===== src/rtl/brick_health_tracker_if.sv =====
// brick_health_tracker_if: level-control, hit/ball-loss inputs and game-status outputs of the tracker.
// The score signal exists only when BHT_SCORE_EN is defined.
interface brick_health_tracker_if #(
    parameter int HEALTH_W = 10,
    parameter int DMG_W    = 2,
    parameter int LIVES    = 3,
    parameter int SCORE_W  = 16
);
    localparam int LIFE_W = $clog2(LIVES + 1);
    logic                start;
    logic [HEALTH_W-1:0] total_health;
    logic                hit_valid;
    logic [DMG_W-1:0]    hit_damage;
    logic                ball_lost;
    logic [HEALTH_W-1:0] health_left;
    logic [LIFE_W-1:0]   lives_left;
    logic                playing;
    logic                win_occurred;
    logic                lose_occurred;
`ifdef BHT_SCORE_EN
    logic [SCORE_W-1:0]  score;
    modport master (output start, total_health, hit_valid, hit_damage, ball_lost,
                    input health_left, lives_left, playing, win_occurred, lose_occurred, score);
    modport slave  (input start, total_health, hit_valid, hit_damage, ball_lost,
                    output health_left, lives_left, playing, win_occurred, lose_occurred, score);
`else
    modport master (output start, total_health, hit_valid, hit_damage, ball_lost,
                    input health_left, lives_left, playing, win_occurred, lose_occurred);
    modport slave  (input start, total_health, hit_valid, hit_damage, ball_lost,
                    output health_left, lives_left, playing, win_occurred, lose_occurred);
`endif
endinterface


===== src/rtl/brick_health_tracker.sv =====
// brick_health_tracker: level health / lives tracker with sticky win and lose flags.
// Optional BHT_SCORE_EN adds a score of damage actually removed.
module brick_health_tracker #(
    parameter int HEALTH_W = 10,
    parameter int DMG_W    = 2,
    parameter int LIVES    = 3,
    parameter int SCORE_W  = 16
) (
    input  logic                  clk,
    input  logic                  reset,
    brick_health_tracker_if.slave bus
);
    localparam int LIFE_W = $clog2(LIVES + 1);
    // One-hot so each status flag is a single register bit.
    typedef enum logic [3:0] {IDLE = 4'b0001, PLAY = 4'b0010, WIN = 4'b0100, LOSE = 4'b1000} state_t;
    state_t              state;
    logic [HEALTH_W:0]   diff;
    logic [HEALTH_W-1:0] health_next;
    logic [LIFE_W-1:0]   lives_next;
    logic                won;
    logic                lost;
    always_comb begin
        diff        = {1'b0, bus.health_left} - (HEALTH_W+1)'(bus.hit_damage);
        health_next = diff[HEALTH_W] ? '0 : diff[HEALTH_W-1:0];
        lives_next  = bus.lives_left - LIFE_W'(1);
        won         = bus.hit_valid && health_next == '0;
        lost        = bus.ball_lost && lives_next == '0;
    end
    assign bus.playing       = state[1];
    assign bus.win_occurred  = state[2];
    assign bus.lose_occurred = state[3];
    always_ff @(posedge clk or posedge reset) begin
        if (reset) begin
            state           <= IDLE;
            bus.health_left <= '0;
            bus.lives_left  <= '0;
        end else if (bus.start) begin
            state           <= bus.total_health == '0 ? WIN : PLAY;
            bus.health_left <= bus.total_health;
            bus.lives_left  <= LIFE_W'(LIVES);
        end else if (state == PLAY) begin
            if (bus.hit_valid) bus.health_left <= health_next;
            if (bus.ball_lost) bus.lives_left <= lives_next;
            state <= won ? WIN : lost ? LOSE : PLAY;
        end
    end
`ifdef BHT_SCORE_EN
    logic [HEALTH_W-1:0] removed;
    assign removed = bus.health_left - health_next;
    always_ff @(posedge clk or posedge reset) begin
        if (reset)
            bus.score <= '0;
        else if (bus.start)
            bus.score <= '0;
        else if (state == PLAY && bus.hit_valid)
            bus.score <= bus.score + SCORE_W'(removed);
    end
`endif
endmodule


===== src/flat_wrapper.sv =====
// flat-port wrapper written by rule: the top's interface ports become plain ports
module brick_health_tracker_flat 
#(
    parameter int HEALTH_W = 10,
    parameter int DMG_W    = 2,
    parameter int LIVES    = 3,
    parameter int SCORE_W  = 16
)
  (clk, reset, bus_start, bus_total_health, bus_hit_valid, bus_hit_damage, bus_ball_lost, bus_health_left, bus_lives_left, bus_playing, bus_win_occurred, bus_lose_occurred);
  brick_health_tracker_if #(.HEALTH_W(HEALTH_W), .DMG_W(DMG_W), .LIVES(LIVES), .SCORE_W(SCORE_W)) bus_i ();
  input  logic clk;
  input  logic reset;
  input wire logic [$bits(bus_i.start)-1:0] bus_start;
  input wire logic [$bits(bus_i.total_health)-1:0] bus_total_health;
  input wire logic [$bits(bus_i.hit_valid)-1:0] bus_hit_valid;
  input wire logic [$bits(bus_i.hit_damage)-1:0] bus_hit_damage;
  input wire logic [$bits(bus_i.ball_lost)-1:0] bus_ball_lost;
  output wire logic [$bits(bus_i.health_left)-1:0] bus_health_left;
  output wire logic [$bits(bus_i.lives_left)-1:0] bus_lives_left;
  output wire logic [$bits(bus_i.playing)-1:0] bus_playing;
  output wire logic [$bits(bus_i.win_occurred)-1:0] bus_win_occurred;
  output wire logic [$bits(bus_i.lose_occurred)-1:0] bus_lose_occurred;
  assign bus_i.start = bus_start;
  assign bus_i.total_health = bus_total_health;
  assign bus_i.hit_valid = bus_hit_valid;
  assign bus_i.hit_damage = bus_hit_damage;
  assign bus_i.ball_lost = bus_ball_lost;
  assign bus_health_left = bus_i.health_left;
  assign bus_lives_left = bus_i.lives_left;
  assign bus_playing = bus_i.playing;
  assign bus_win_occurred = bus_i.win_occurred;
  assign bus_lose_occurred = bus_i.lose_occurred;
  brick_health_tracker #(.HEALTH_W(HEALTH_W), .DMG_W(DMG_W), .LIVES(LIVES), .SCORE_W(SCORE_W)) u_core (.clk(clk), .reset(reset), .bus(bus_i));
endmodule

===== config.mk =====
export PLATFORM = sky130hd
export DESIGN_NAME = brick_health_tracker_flat
export DESIGN_NICKNAME = d
export VERILOG_FILES = /design/src/rtl/brick_health_tracker_if.sv /design/src/rtl/brick_health_tracker.sv /design/src/flat_wrapper.sv
export SDC_FILE = /design/constraint.sdc
export NUM_CORES = 1
export LEC_CHECK = 0
export CAP_MARGIN = 10
export CORE_UTILIZATION = 30
export CTS_CLUSTER_SIZE = 20
export DETAILED_ROUTE_END_ITERATION = 8
export PLACE_DENSITY_LB_ADDON = 0.15
export SYNTH_ARGS = -nofsm -noshare
export SYNTH_HDL_FRONTEND = slang
export SYNTH_SLANG_ARGS = --single-unit
export TNS_END_PERCENT = 20

===== constraint.sdc =====
create_clock -name clk -period 2.21 [get_ports clk]
set_input_delay 0.3315 -clock clk [delete_from_list [all_inputs] [get_ports clk]]
set_output_delay 0.3315 -clock clk [all_outputs]
set_load 0.005 [all_outputs]

==> metrics.cfg <==
[layout]
nets = 218
final_layout_size_suffix_gt1_frac = 0.2410
diodes = 0
area_growth_pct = 59.52
finalInstanceArea_um2 = 1814

[cts]
cts_buffers = 3
clkSinkCount = 16
h-tree-depth = 1
clk_pin_slew_worst_paths_ps = 70
root_buffer = clkbuf_8
clock_latency_ps = 250
tritoncts = built
clock_path_buffers = 2
ctsHoldBuffers = 0

[drt]
firstDrtPassIters = 5
ant_nets = 0
first_iter_violations = 63
vias = 1241
routedWlPerCell_um = 13.58
drcViolationCount = 0
via_per_inst = 5.107
drt_wl_total_um = 3301

[power_and_ir_drop]
power_density_nw_per_um2 = 577.3
vdd_drop_max_mv = 0.3543
finalPower_uw = 1047
cellLeakagePower_uw = 0.0007658

[yosys]
async_flop_share = 1.000
synth_edf_count = 0
netlist-cell-type-count = 38
yosysWarnings = 0
synthCells = 136
synth_ff_type = dfrtp_1
synth.yosys.seq_area_share = 0.3531
synth_nets = 158
netlist_area_um2 = 1137
postSynthAreaPerCell_um2 = 8.363
ys_ff_latch = 16

[placement]
dpl_cell_area_um2 = 1653
io_buffer_count = 31
dp_hpwl_um = 2550
pre_cts_slack_ps = -462.8
gp_congestion = 0.8882

[timing]
post-route-period-util = 0.9593
drv_slew = 0
fin_setup_tns_ps = 0
max_freq_mhz = 471.7
timing.final.ws_setup_ps = 89.93
skew_ps = 5.564
rsz0062_at_grt = yes
setup_viol = 0
hold_viol = 0
max-slew-margin-rel = 0.5809
tightest_slew_ps = 627.9
finalCriticalPeriod_ps = 2120

[floorplan]
core_um2 = 3661
dieHeight_um = 63.57
dieArea_um2 = 4041
start_util = 0.3107
ios = 32
die_w_um = 63.57
rows = 22

[critical_path]
path_cells = inv_2 > buf_4 > ha_1 > nor2b_4 > buf_6 > nor3_4 > buf_4 > a311o_1 > o31a_1 > nor4b_2 > nor3_1
worstPathMaxFanout = 4
cp.required_ps = 2330
slowest_stage = dfrtp_1
max_stage_delay_ps = 360
crit_path_frequent_cell = buf_4
crit_path_start_kind = register
critPathLaunch = u_core.bus.health_left[0]$_DFFE_PP0P_
r2r-start = u_core.bus.health_left[0]$_DFFE_PP0P_
arrival_ps = 2240
critPathKind = register to register
end_kind = register

[flow_run]
max-cap-violations = 0

[global_route]
grt_pass1_vias = 1202
grt_pass1_wl_um = 5554
grt_antenna_before_repair = 0
track_usage = 0.1726
grt_start_max_net_pins = 20
gr-total-overflow = 0

[worst_hold_path]
worst_hold_path_type = input pin to async pin

[run_status]
status = finished, final reports clean

[state kept, by name, indices dropped and copies added, names as in the netlist]
name and count:
u_core.bus.health_left 10, u_core.bus.lives_left 2, u_core.state 4
[final timing paths]
kind                                                         end  slack (ps)  depth (start not counted)
setup / recovery                     u_core.state[1]$_DFFE_PP0P_          90                         11
hold / removal             u_core.bus.health_left[2]$_DFFE_PP0P_         460                          2
setup reg to reg                     u_core.state[1]$_DFFE_PP0P_          90                         11
hold reg to reg                      u_core.state[0]$_DFFE_PP1P_         490                          1
max in group asynchronous  u_core.bus.health_left[6]$_DFFE_PP0P_        1340                          2
min in group clk                     u_core.state[0]$_DFFE_PP1P_         490                          1
[per-stage QoR]
step,hold WS [ps],cells,utilization
6_report,456.2,243,0.4956
3_5_place_dp,477.5,232,0.4515
4_1_cts,489.7,242,0.4860
2_1_floorplan,244.5,136,-
3_3_place_gp,477.7,232,0.4515
5_1_grt,502.5,243,0.4956
[cells in the mapped netlist (all sizes together), types with 4 or more instances]
| master | count | area, um2 |
|---|---|---|
| nor4 | 4 | 25.02 |
| nand3 | 6 | 30.03 |
| dfrtp | 15 | 375.4 |
| o21ai | 12 | 60.06 |
| nor2 | 11 | 41.29 |
| nor2b | 4 | 25.02 |
| ha | 4 | 50.05 |
| clkbuf | 4 | 15.01 |
| nor3 | 9 | 50.05 |
| inv | 8 | 30.03 |
| a21oi | 10 | 50.05 |
| nand2 | 12 | 45.04 |
| o31ai | 4 | 30.03 |
[power breakdown]
group	total, uW	internal [uW]	switching [uW]
sequential	357	322	34.9
clock	259	158	101
combinational	432	240	192
total	1050	720	328
[layout by cell type, fill, tap and decap left out, drive strengths merged, types with 4 or more instances in the layout]
cell type      Yosys  layout
clkbuf             4       4
dfrtp             15      15
nor4               4       4
o31ai              4       4
nor3               9       9
nand3              6       6
inv                8       8
nand2             12      12
o21ai             12      12
a21oi             10      10
clkdlybuf4s50      0      29
ha                 4       4
nor2b              4       4
buf                1      29
nor2              11      11
[worst max-delay path, delay by kind of cell (launching register included)]
| family | cells | cell delay [ps] |
|---|---|---|
| adder cells (fa/ha/maj) | 1 | 220 |
| AND/OR/NAND/NOR | 4 | 550 |
| buffers and inverters | 4 | 450 |
| AO/OA/AOI/OAI | 2 | 410 |
| flip-flops | 1 | 360 |
[cells by family (layout without fill, tap and decap cells)]
kind of cell	after synthesis	in the layout	share of synthesized area
and+or+nand+nor	60	60	0.2871
AOI/OAI and AO/OA	37	37	0.2068
DFF	16	16	0.3531
buffers and inverters	13	72	0.04950
adders and majority gates	5	5	0.06161
muxes	3	3	0.02640
xor gates and xnor gates	2	2	0.01540
[repair_timing]
| item | CTS | global route |
|---|---|---|
| setup buffers | 6 | 1 |
| hold endpoints to repair | 0 | 0 |
| gates resized for setup | 9 | 6 |
| setup endpoints to repair | 5 | 6 |
| pin swaps | 10 | 4 |
[per-layer routing]
metal  share of wire  track usage  wire length [um]
met5               0            0                 0
met4          0.0064      0.05114                21
met3           0.028      0.01449                94
met2            0.47       0.2766              1537
met1            0.50       0.2444              1649
[layout make-up]
type / instances / area, um2
clock buffers: 4 / 55.05
fillers: 363 / 1847
inverters: 8 / 30.03
multi-input cells: 107 / 738.2
flip-flops and latches: 16 / 401.6
well taps: 48 / 60.06
repair buffers: 60 / 529.3
Note: power is estimated with default switching activity, not from simulation.
